[src/rtl/cpu_pkg.sv]
// Shared encodings for the multicycle CPU: control FSM states, opcodes and
// datapath mux/ALU select codes used by both the control unit and the datapath.
package cpu_pkg;

  typedef enum logic [3:0] {
    StReset,
    StFetch,
    StDecode,
    StExecR,
    StExecI,
    StMemAddr,
    StMemRead,
    StMemWb,
    StMemWrite,
    StRWb,
    StBranch,
    StJump,
    StHalt,
    StIllegal
  } state_e;

  localparam int unsigned OpRType = 'h00;
  localparam int unsigned OpAddi  = 'h01;
  localparam int unsigned OpLw    = 'h02;
  localparam int unsigned OpSw    = 'h03;
  localparam int unsigned OpBeq   = 'h04;
  localparam int unsigned OpBne   = 'h05;
  localparam int unsigned OpJmp   = 'h06;
  localparam int unsigned OpHalt  = 'h7F;

  typedef enum logic [2:0] {
    AluAdd   = 3'd0,
    AluSub   = 3'd1,
    AluFunct = 3'd2
  } alu_op_e;

  typedef enum logic [1:0] {
    SrcBReg   = 2'd0,
    SrcBTwo   = 2'd1,
    SrcBImm   = 2'd2
  } alu_src_b_e;

  typedef enum logic [1:0] {
    PcSrcAlu    = 2'd0,
    PcSrcAluOut = 2'd1,
    PcSrcJump   = 2'd2
  } pc_src_e;

endpackage

[src/rtl/control_unit.sv]
// Moore control FSM for the multicycle CPU, with a sticky illegal-opcode flag
// and a retired-instruction counter.
module control_unit
  import cpu_pkg::*;
#(
  parameter int unsigned OPW = 7
) (
  input  logic           CLK,
  input  logic           RST_n,
  input  logic [OPW-1:0] opcode,
  input  logic           alu_zero,
  output logic           PCWrite,
  output logic           IRWrite,
  output logic           IorD,
  output logic           MemWrite,
  output logic           RegWrite,
  output logic           MemToReg,
  output logic           ALUSrcA,
  output logic [1:0]     ALUSrcB,
  output logic [2:0]     ALUOp,
  output logic [1:0]     PCSource,
  output logic           illegal,
  output logic [15:0]    retired
);

  state_e      state_q, state_d;
  logic        is_bne_q;
  logic        illegal_q;
  logic [15:0] retired_q;
  logic        retire;

  // Every completing state returns to FETCH, so leaving one retires an instruction.
  assign retire = state_q inside {StRWb, StMemWb, StMemWrite, StBranch, StJump};

  always_ff @(posedge CLK or negedge RST_n) begin
    if (!RST_n) begin
      state_q   <= StReset;
      is_bne_q  <= 1'b0;
      illegal_q <= 1'b0;
      retired_q <= 16'h0000;
    end else begin
      state_q <= state_d;
      // Branch sense is latched at DECODE so opcode may change afterwards.
      if (state_q == StDecode) is_bne_q <= (opcode == OPW'(OpBne));
      if (state_d == StIllegal) illegal_q <= 1'b1;
      if (retire) retired_q <= retired_q + 16'd1;
    end
  end

  always_comb begin
    state_d = state_q;
    unique case (state_q)
      StReset:  state_d = StFetch;
      StFetch:  state_d = StDecode;
      StDecode: begin
        if      (opcode == OPW'(OpRType)) state_d = StExecR;
        else if (opcode == OPW'(OpAddi))  state_d = StExecI;
        else if (opcode == OPW'(OpLw))    state_d = StMemAddr;
        else if (opcode == OPW'(OpSw))    state_d = StMemAddr;
        else if (opcode == OPW'(OpBeq))   state_d = StBranch;
        else if (opcode == OPW'(OpBne))   state_d = StBranch;
        else if (opcode == OPW'(OpJmp))   state_d = StJump;
        else if (opcode == OPW'(OpHalt))  state_d = StHalt;
        else                              state_d = StIllegal;
      end
      StExecR:    state_d = StRWb;
      StExecI:    state_d = StRWb;
      StMemAddr: begin
        if      (opcode == OPW'(OpLw)) state_d = StMemRead;
        else if (opcode == OPW'(OpSw)) state_d = StMemWrite;
        else                           state_d = StIllegal;
      end
      StMemRead:  state_d = StMemWb;
      StMemWb:    state_d = StFetch;
      StMemWrite: state_d = StFetch;
      StRWb:      state_d = StFetch;
      StBranch:   state_d = StFetch;
      StJump:     state_d = StFetch;
      StHalt:     state_d = StHalt;
      StIllegal:  state_d = StIllegal;
      default:    state_d = StIllegal;
    endcase
  end

  always_comb begin
    PCWrite  = 1'b0;
    IRWrite  = 1'b0;
    IorD     = 1'b0;
    MemWrite = 1'b0;
    RegWrite = 1'b0;
    MemToReg = 1'b0;
    ALUSrcA  = 1'b0;
    ALUSrcB  = SrcBReg;
    ALUOp    = AluAdd;
    PCSource = PcSrcAlu;
    unique case (state_q)
      StFetch: begin
        IRWrite = 1'b1;
        PCWrite = 1'b1;
        ALUSrcB = SrcBTwo;
      end
      StDecode: ALUSrcB = SrcBImm;
      StExecR: begin
        ALUSrcA = 1'b1;
        ALUOp   = AluFunct;
      end
      StExecI, StMemAddr: begin
        ALUSrcA = 1'b1;
        ALUSrcB = SrcBImm;
      end
      StMemRead: IorD = 1'b1;
      StMemWb: begin
        RegWrite = 1'b1;
        MemToReg = 1'b1;
      end
      StMemWrite: begin
        IorD     = 1'b1;
        MemWrite = 1'b1;
      end
      StRWb: RegWrite = 1'b1;
      StBranch: begin
        ALUSrcA  = 1'b1;
        ALUOp    = AluSub;
        PCSource = PcSrcAluOut;
        PCWrite  = is_bne_q ? ~alu_zero : alu_zero;
      end
      StJump: begin
        PCSource = PcSrcJump;
        PCWrite  = 1'b1;
      end
      default: ;
    endcase
  end

  assign illegal = illegal_q;
  assign retired = retired_q;

endmodule

[config.mk]
export PLATFORM = sky130hd
export DESIGN_NAME = control_unit
export DESIGN_NICKNAME = d
export VERILOG_FILES = /design/src/rtl/cpu_pkg.sv /design/src/rtl/control_unit.sv
export SDC_FILE = /design/constraint.sdc
export NUM_CORES = 1
export LEC_CHECK = 0
export CORE_MARGIN = 5
export CORE_UTILIZATION = 46
export CTS_BUF_LIST = sky130_fd_sc_hd__clkbuf_4 sky130_fd_sc_hd__clkbuf_8 sky130_fd_sc_hd__clkbuf_16
export DETAILED_ROUTE_END_ITERATION = 10
export PLACE_DENSITY = 0.85
export REMOVE_ABC_BUFFERS = 1
export SYNTH_ARGS = -nofsm -noshare
export SYNTH_HDL_FRONTEND = slang
export SYNTH_SLANG_ARGS = --single-unit
[constraint.sdc]
create_clock -name CLK -period 2.1 [get_ports CLK]
set_clock_uncertainty 0.1 [all_clocks]
set_input_delay 0.42 -clock CLK [delete_from_list [all_inputs] [get_ports CLK]]
set_output_delay 0.42 -clock CLK [all_outputs]
set_load 0.01 [all_outputs]
Word level (Yosys, flattened, before mapping). Index checks and enable logic that the tools add are counted. Widths: inputs -> output; s select.

Logic and storage cells: 58. Register bits: 22. Bits of input ports: 10. Output and inout bits: 31.

Equal/unequal tests: 20. Bitwise operators: 1. Reductions and logical operators: 10. Mux-type cells: 22. Add/subtract/negate cells: 1.

Operators with widths (count): $pmux 4 s7 (1); $eq 4x4->1 const B (6); $eq 7x3->1 const B (3); $mux 4 (5); $add 16x1->16 const B (1); $eq 4x3->1 const B (4); $eq 7x2->1 const B (2); $mux 3 (4); $pmux 2 s2 (3); $eq 4x2->1 const B (2); $mux 1 (8); $reduce_or 2->1 (4); $eq 7x1->1 const B (1); $eq 7x7->1 const B (1); $logic_not 7->1 (1); $reduce_or 6->1 (1); $reduce_bool 5->1 (1); $eq 4x1->1 const B (1); $logic_not 4->1 (1); $reduce_or 4->1 (1); $reduce_or 3->1 (1); $pmux 1 s2 (1); $not 1->1 (1).

Longest topological paths before layout. Gate-level depths: netlist (run 1).

Word-level depth: 11. Depth in mapped cells: 6. Mapped depth without buffers: 5.

Worst setup path after synthesis (run 1). Ideal clock, no wire load.

Path type: flip-flop to output port. Start: register state_q[2]. End: output ALUSrcB[0]. Buffers on the path: 2. Cell stages (with the launch flop): 4. Data required time: 1.580 ns. Data arrival time: 1.176 ns. Path slack: 0.404 ns. Path through: dfrtp_1 > clkbuf_1 > nor3_1 > buf_4.

Longest elaborated chain between the ends: 3. Elaborated cells on any way between the ends: 6. Those cells by class: 4 x eq/ne; 1 x mux; 1 x reduce/logical.

Ends and longest elaborated chain: start, declared (line control_unit.sv:26) `state_e state_q, state_d;`; start signal, assigned (line control_unit.sv:37) `state_q <= StReset;`; start signal, assigned (line control_unit.sv:42) `state_q <= state_d;`; $eq 4x2->1 or $eq 4x3->1 (tied branches) (line control_unit.sv:96) `unique case (state_q)`; $reduce_or 3->1 (no line); $pmux 2 s2 * (line control_unit.sv:96); end, declared (line control_unit.sv:19) `output logic [1:0] ALUSrcB,`.

Mark *: on every way between the ends. The rest lies on a longest branch, timed or not.

Worst setup path after layout (run 1).
Start: register state_q[3]. End: output PCWrite.

Longest elaborated chain between the ends: 3. Elaborated cells on any way between the ends: 5. Those cells by class: 3 x eq/ne; 1 x mux; 1 x reduce/logical.

Ends and longest elaborated chain: $eq 4x4->1 or $eq 4x1->1 (tied branches) (line control_unit.sv:96); $reduce_or 2->1 (no line); $pmux 1 s2 * (line control_unit.sv:96); end, declared (line control_unit.sv:12) `output logic PCWrite,`.

Marks and branches as above.

==> flow_metrics.tcl, run 1 <==
set metrics [dict create \
    status "complete, no violations" \
    synthDominantCellAreaShare 0.423 \
    grt_max_degree 23 \
    cp.arrival_ps 1500 \
    drtIter0Drc 55 \
    clockRootBuffer "clkbuf_4" \
    gp_congestion 0.897 \
    antenna_cells 0 \
    num_rows 19 \
    setup_violations 0 \
    finalHoldWorstSlack_ps 325 \
    syn_area_per_cell_um2 9.64 \
    numPortBuffers 39 \
    synth_largest_area_cell "dfrtp_1" \
    htreeDepth 1 \
    synthArstFlopShare 1.00 \
    ios 41 \
    setup_tns_ps 0 \
    syn_inst 135 \
    layout-drive-gt1-share 0.255 \
    clock-sinks 22 \
    final-hold-violation-count 0 \
    first_pass_iters 4 \
    post-route-period-util 0.964 \
    peakVddDrop_v 0.00101 \
    grt_overflow 0 \
    cp-start-kind "flip-flop" \
    core_um2 2730 \
    clock_path_buffers 2 \
    ant_nets 0 \
    path_class "reg2out" \
    grt_antenna_before_repair 0 \
    required_ps 1580 \
    dp_cells 209 \
    fin_nets 204 \
    insertion_delay_ps 320 \
    fmax_ghz 0.494 \
    grt_pass1_wl_um 5360 \
    synth_seq_cells 22 \
    placed_area_um2 1770 \
    die_width_um 63.2 \
    die_height_um 63.2 \
    dr_total_vias 1200 \
    clk_pin_slew_ps 130 \
    final_area_um2 1890 \
    yosysWarningCount 0 \
    instances_no_fill 223 \
    slew_viol_final 0 \
    power_density_nw_per_um2 1130 \
    die_area_um2 3990 \
    yosysMostFrequentCell "dfrtp_1" \
    period_minus_slack_ps 2020 \
    wl_per_cell_um 14.1 \
    synth_edf_count 0 \
    area_delta_synth_final_pct 45.1 \
    fillers 234 \
    critPathCaptureType "primary output" \
    syn_area_um2 1300 \
    synth_flop_cell "dfrtp_1" \
    timing.max_cap.violations 0 \
    start_util 0.476 \
    p_leak_nw 0.848 \
    tritoncts "done" \
    vias_per_cell 5.38 \
    numCtsBuffers 3 \
    remaining_drc_errors 0 \
    grt_pass1_vias 1226 \
    ys_types 40 \
    synth.area.top_cells "dfrtp_1 42%, xnor2_1 7.4%, xor2_1 4.7%, nand3_1 3.8%, nand2_1 3.8%" \
    wirelength_um 3150 \
    synth.top_cells.by_count "22 x dfrtp_1, 13 x nand2_1, 11 x xnor2_1" \
    regToRegSetupSlack_ps 270 \
    worstHoldPathType "in2async" \
    worst-path-max-fanout 7 \
    grt_use_total 0.160 \
    synth_sequential_area_ratio 0.423 \
    cts_hold_buf 0 \
    hpwl_um 2350 \
]
-- through the flow --
stage	setup WS (ps)	util	total power [mW]
after floorplan	342	-	1.17
after global placement	-313	0.647	1.68
after detailed placement	-286	0.647	1.71
after CTS	11.3	0.691	2.11
after global routing	-31.2	0.691	2.29
final	76.2	0.691	2.14
-- routing by layer --
metal  GRT usage  part of all wire  vias up
li1            -                 -      581
met1       0.183              0.39      566
met2       0.291              0.51       46
met3      0.0391             0.077        7
met4      0.0468             0.018        0
met5           0                 0        -
-- cell families (layout without fill, tap and decap cells) --
kind of cell	after synthesis	in the layout	synth area share
AOI/OAI and AO/OA	22	22	0.115
muxes	1	1	0.00865
buffers and inverters	10	67	0.0423
and+or+nand+nor	60	60	0.277
adders and majority gates	1	1	0.00961
DFF	22	22	0.423
other	1	1	0.00288
xor gates and xnor gates	18	18	0.121
-- power breakdown --
group	internal [mW]	switching (mW)
clock	0.193	0.140
sequential	0.521	0.130
combinational	0.597	0.555
total	1.31	0.824
-- repair_timing --
action,CTS,global route
setup endpoints to repair,13,10
resized for setup,23,17
endpoints found under the hold margin,0,0
setup buffers,9,1
-- critical path: stages (launching register included) --
cell and delay, ps:
dfrtp_2 490, buf_4 160, xnor2_1 140, nand2_1 80
a21oi_2 160, buf_2 150
-- final timing paths --
check	startpoint	to	cells after the start
min	RST_n	retired[14]$_DFFE_PN0P_	2
max	state_q[3]$_DFF_PN0_	PCWrite	5
min reg2reg	retired[15]$_DFFE_PN0P_	retired[15]$_DFFE_PN0P_	1
min in group CLK	retired[15]$_DFFE_PN0P_	retired[15]$_DFFE_PN0P_	1
max in group asynchronous	RST_n	state_q[3]$_DFF_PN0_	2
max reg2reg	state_q[1]$_DFF_PN0_	illegal$_DFFE_PN0N_	6
-- state kept, by name, summed over array words and instances (netlist names) --
register  cells
illegal       1
is_bne_q      1
retired      16
state_q       4
-- cell type report --
type | count | area (um^2) | share of cell area
inverters | 3 | 11.3 | 0.00596
flip-flops and latches | 22 | 554 | 0.294
clock buffers | 3 | 22.5 | 0.0119
repair buffers | 60 | 508 | 0.269
multi-input cells | 103 | 723 | 0.383
clock inverters | 1 | 30.0 | 0.0159
well taps | 31 | 38.8 | 0.0205
-- cells in the final DEF (no fill, tap or decap), drive strengths merged, types with 2 or more instances in the layout --
cell type      count
a21oi              4
and2               2
and3               2
buf               22
clkbuf             9
clkdlybuf4s15      2
clkdlybuf4s50     26
dfrtp             22
dlygate4sd2        4
inv                3
nand2             13
nand2b             3
nand3             10
nand4              3
nor2              11
nor2b              4
nor3               5
nor4               2
o211ai             4
o21ai              5
xnor2             11
xor2               7
Note: power is estimated with default switching activity, not from simulation.
==> inputs of run 2 (changes only) <==
==> constraint.sdc (replaced) <==
create_clock -name CLK -period 2.1 [get_ports CLK]
set_clock_uncertainty 0.1 [all_clocks]
set_input_delay 0.42 -clock CLK [delete_from_list [all_inputs] [get_ports CLK]]
set_output_delay 0.42 -clock CLK [all_outputs]
set_load 0.05 [all_outputs]
==> run 2 against run 1 <==
Effect of this change:
- sequential cell count is the same
- fmax shrank 3.5%
- clock-buffer cell count is the same
- hold slack gained 9.4 ps
- non-clock buffer count shrank 10
- largest cell class unchanged
- first-iteration DRC count shrank 24%
==> flow_metrics.tcl, run 2 (synthesized netlist as in run 1, its figures left out) <==
set metrics [dict create \
    status "complete, no violations" \
    slew_viol_final 0 \
    drtIter0Drc 42 \
    antenna_cells 0 \
    worst-path-max-fanout 7 \
    clock_path_buffers 2 \
    fin_nets 194 \
    vias_per_cell 5.54 \
    layout_commonest_cell "dfrtp_1" \
    layout-drive-gt1-share 0.297 \
    start_util 0.476 \
    area_delta_synth_final_pct 54.7 \
    p_leak_nw 0.989 \
    dr_total_vias 1179 \
    numPortBuffers 39 \
    setup_violations 0 \
    wl_per_cell_um 14.5 \
    required_ps 1580 \
    numCtsBuffers 3 \
    instances_no_fill 213 \
    core_um2 2730 \
    ant_nets 0 \
    wirelength_um 3100 \
    relSlewSlack 0.662 \
    num_rows 19 \
    final_cell_mix "18 x dfrtp_1, 14 x buf_4, 13 x nand2_1, 13 x buf_12" \
    clockRootBuffer "clkbuf_4" \
    cp.arrival_ps 1580 \
    placed_area_um2 1850 \
    fmax_ghz 0.477 \
    post-route-period-util 0.999 \
    critPathCaptureType "primary output" \
    dp_cells 204 \
    worstHoldPathType "in2async" \
    gp_congestion 0.936 \
    cts_hold_buf 0 \
    final-hold-violation-count 0 \
    die_area_um2 3990 \
    first_pass_iters 4 \
    power_density_nw_per_um2 1410 \
    final_area_um2 2010 \
    ios 41 \
    grt_overflow 0 \
    fin_util 0.736 \
    grt_max_degree 23 \
    die_width_um 63.2 \
    cp-start-kind "flip-flop" \
    clock-sinks 22 \
    htreeDepth 1 \
    tritoncts "done" \
    path_class "reg2out" \
    timing.max_cap.violations 0 \
    clk_pin_slew_ps 120 \
    grt_setup_unrepaired "yes" \
    remaining_drc_errors 0 \
    finalHoldWorstSlack_ps 334 \
    largest_reg_flops 16 \
    worstMarginPinSlew_ps 507 \
    peakVddDrop_v 0.00124 \
    die_height_um 63.2 \
    hpwl_um 2310 \
    grt_pass1_wl_um 5200 \
    grt_antenna_before_repair 0 \
    grt_use_total 0.158 \
    grt_pass1_vias 1187 \
    insertion_delay_ps 310 \
    total_power_mw 2.84 \
    period_minus_slack_ps 2100 \
]
run 2: cell count changes in the layout (fill, tap and decap cells not counted), sizes merged:
cell,change
buf,+6
clkbuf,-6
clkdlybuf4s15,-2
clkdlybuf4s50,-15
dlymetal6s2s,+7
run 2: path summary, 6_finish.rpt:
path                                       from                 endpoint  slack, ps  cells after the start
setup / recovery           state_q[1]$_DFF_PN0_                  PCWrite          2                      5
hold / removal                            RST_n  retired[10]$_DFFE_PN0P_        330                      2
setup reg to reg           state_q[3]$_DFF_PN0_  retired[13]$_DFFE_PN0P_        200                      6
hold reg to reg             illegal$_DFFE_PN0N_      illegal$_DFFE_PN0N_        380                      1
max in group asynchronous                 RST_n     state_q[2]$_DFF_PN0_       1330                      2
min in group CLK            illegal$_DFFE_PN0N_      illegal$_DFFE_PN0N_        380                      1
run 2: layer usage:
metal / vias to the layer above / GRT usage / share of wire
met3: 3 / 0.0551 / 0.078
met4: 0 / 0.0494 / 0.0094
met1: 560 / 0.172 / 0.40
li1: 564 / - / -
met2: 52 / 0.285 / 0.51
met5: - / 0 / 0
run 2: what timing repair did:
item / 4_1_cts / 5_1_grt
pin swaps: 0 / 1
gates cloned: 0 / 0
endpoints found under the setup margin: 11 / 18
setup buffers: 0 / 5
resized for setup: 14 / 15
run 2: cell type report:
cell class | instances | area (um^2)
clock inverters | 1 | 30.0
well taps | 31 | 38.8
clock buffers | 3 | 22.5
multi-input cells | 103 | 752
flip-flops and latches | 22 | 556
repair buffers | 50 | 603
fillers | 187 | 721
inverters | 3 | 11.3
run 2: report_power, final:
| part | leakage (nW) | switching, mW | total (mW) | internal [mW] |
|---|---|---|---|---|
| registers | 0.280 | 0.146 | 0.668 | 0.522 |
| logic | 0.681 | 1.05 | 1.84 | 0.789 |
| clock network | 0.0279 | 0.130 | 0.323 | 0.193 |
| total | 0.989 | 1.33 | 2.84 | 1.50 |
run 2: metrics by stage:
stage / TNS [ps] / worst slack, ps
2_1_floorplan: -3740 / -1140
3_3_place_gp: -139 / -66.7
3_5_place_dp: -183 / -103
4_1_cts: 0 / 2.00
5_1_grt: -260 / -90.0
6_report: 0 / 2.09
run 2: critical path, cell delays in order (launching register included):
cell and delay (ps):
dfrtp_2 470, buf_2 210, buf_4 140, nand3_1 90, a21oi_2 210, buf_12 160
==> inputs of run 3 (changes only) <==
--- a/config.mk
+++ b/config.mk
@@ -9,7 +9,7 @@
 export CORE_UTILIZATION = 46
 export CTS_BUF_LIST = sky130_fd_sc_hd__clkbuf_4 sky130_fd_sc_hd__clkbuf_8 sky130_fd_sc_hd__clkbuf_16
 export DETAILED_ROUTE_END_ITERATION = 10
-export PLACE_DENSITY = 0.85
+export PLACE_DENSITY = 0.79
 export REMOVE_ABC_BUFFERS = 1
 export SYNTH_ARGS = -nofsm -noshare
 export SYNTH_HDL_FRONTEND = slang
==> run 3 against run 2 <==
Effect of this change:
- combinational power hardly changed
- sequential share of layout area is 0.21 points higher
- core utilization is 0.55 points lower
- critical path depth is 2 lower
- critical path type unchanged
- worst setup slack better by 53 ps
- routed wire length is 3.6% higher
- fmax is 2.6% higher
- clock-buffer cell count stayed put
- largest power group unchanged
- clock power hardly changed
- die area stayed put
- power is 0.30% lower
==> flow_metrics.tcl, run 3 (synthesized netlist as in run 1, its figures left out) <==
set metrics [dict create \
    grt.busiest_layer "met2" \
    fin_nets 195 \
    instances_no_fill 214 \
    vias_per_cell 5.49 \
    htreeDepth 1 \
    cp-start-kind "flip-flop" \
    start_util 0.476 \
    regToRegSetupSlack_ps 300 \
    fin_util 0.731 \
    power_density_nw_per_um2 1410 \
    clock-sinks 22 \
    drtIter0Drc 25 \
    use_met1 0.184 \
    worstReg2RegStart "state_q[1]$_DFF_PN0_" \
    final-hold-violation-count 0 \
    r2r_end "retired[15]$_DFFE_PN0P_" \
    remaining_drc_errors 0 \
    area_delta_synth_final_pct 53.6 \
    grt_overflow 0 \
    status "complete, no violations" \
    relSlewSlack 0.647 \
    numPortBuffers 39 \
    met3_usage 0.0284 \
    fmax_ghz 0.489 \
    required_ps 1580 \
    worstRegToRegCells 6 \
    final_area_um2 2000 \
    ios 41 \
    wirelength_um 3210 \
    tritoncts "done" \
    worstMarginPinSlew_ps 529 \
    layout-drive-gt1-share 0.290 \
    insertion_delay_ps 310 \
    setup_violations 0 \
    critPathCaptureType "primary output" \
    clk_pin_slew_ps 130 \
    antenna_cells 0 \
    post-route-period-util 0.974 \
    worstHoldPathType "in2async" \
    peakVddDrop_v 0.00132 \
    slew_viol_final 0 \
    grt_use_total 0.161 \
    gp_congestion 0.917 \
    worst-path-max-fanout 6 \
    layout_commonest_cell "dfrtp_1" \
    clockRootBuffer "clkbuf_4" \
    grt_antenna_before_repair 0 \
    num_rows 19 \
    grt_max_degree 23 \
    placed_area_um2 1850 \
    final_cell_mix "18 x dfrtp_1, 15 x buf_4, 13 x nand2_1, 13 x buf_12" \
    wl_per_cell_um 15.0 \
    die_height_um 63.2 \
    grt_pass1_wl_um 5320 \
    first_pass_iters 4 \
    clock_path_buffers 2 \
    gr-usage-met2 0.285 \
    p_leak_nw 0.987 \
    cp.arrival_ps 1530 \
    die_area_um2 3990 \
    core_um2 2730 \
    grt_pass1_vias 1198 \
    timing.max_cap.violations 0 \
    ant_nets 0 \
    numCtsBuffers 3 \
    dp_cells 204 \
    hpwl_um 2400 \
    die_width_um 63.2 \
    period_minus_slack_ps 2050 \
    cts_hold_buf 0 \
    largest_reg_flops 16 \
    path_class "reg2out" \
    dr_total_vias 1174 \
]
## run 3: worst max-delay path, stage by stage (launching register included)
cell and delay, ps:
dfrtp_2 460, nand2b_2 230, nor3_1 330, buf_12 190
## run 3: layout make-up
class	instances	area (um^2)
clock buffers	3	22.5
clock inverters	1	30.0
fillers	188	736
inverters	3	11.3
multi-input cells	103	729
flip-flops and latches	22	556
well taps	31	38.8
repair buffers	51	611
## run 3: how the worst max path moves through the flow
stage                          from                  end  slack, ps
2_1_floorplan  state_q[1]$_DFF_PN0_           ALUSrcB[0]      -1140
3_3_place_gp              opcode[3]  illegal$_DFFE_PN0N_        -80
3_5_place_dp              opcode[3]  illegal$_DFFE_PN0N_       -120
4_1_cts        state_q[0]$_DFF_PN0_          PCSource[0]        -20
5_1_grt        state_q[0]$_DFF_PN0_              ALUSrcA         -5
6_report       state_q[2]$_DFF_PN0_             MemWrite         50
## run 3: power by group
group          internal [mW]  total [mW]  switching (mW)  leakage, nW
clock network          0.193       0.326           0.133       0.0279
registers              0.522       0.665           0.143        0.280
logic                  0.784        1.84            1.05        0.679
total                   1.50        2.83            1.33        0.987
## run 3: metal layers
layer / wire (um) / vias up / share of wire
li1: - / 564 / -
met1: 1260 / 562 / 0.39
met2: 1710 / 42 / 0.53
met3: 165 / 6 / 0.051
met4: 67 / 0 / 0.021
met5: 0 / - / 0
## run 3: timing repair
action | 4_1_cts | 5_1_grt
pin swaps | 0 | 0
resized for setup | 11 | 14
setup endpoints to repair | 14 | 18
setup buffers | 0 | 6
endpoints found under the hold margin | 0 | 0
## run 3: stage by stage
| stage | total power [mW] | hold WS [ps] | TNS, ps | setup slack, ps |
|---|---|---|---|---|
| 5_1_grt | 2.97 | 343 | -13.6 | -4.90 |
| 6_report | 2.83 | 333 | 0 | 54.8 |
| 3_3_place_gp | 2.33 | 359 | -121 | -78.0 |
| 2_1_floorplan | 1.62 | 24.4 | -3740 | -1140 |
| 3_5_place_dp | 2.39 | 365 | -198 | -123 |
| 4_1_cts | 2.73 | 324 | -37.8 | -17.3 |
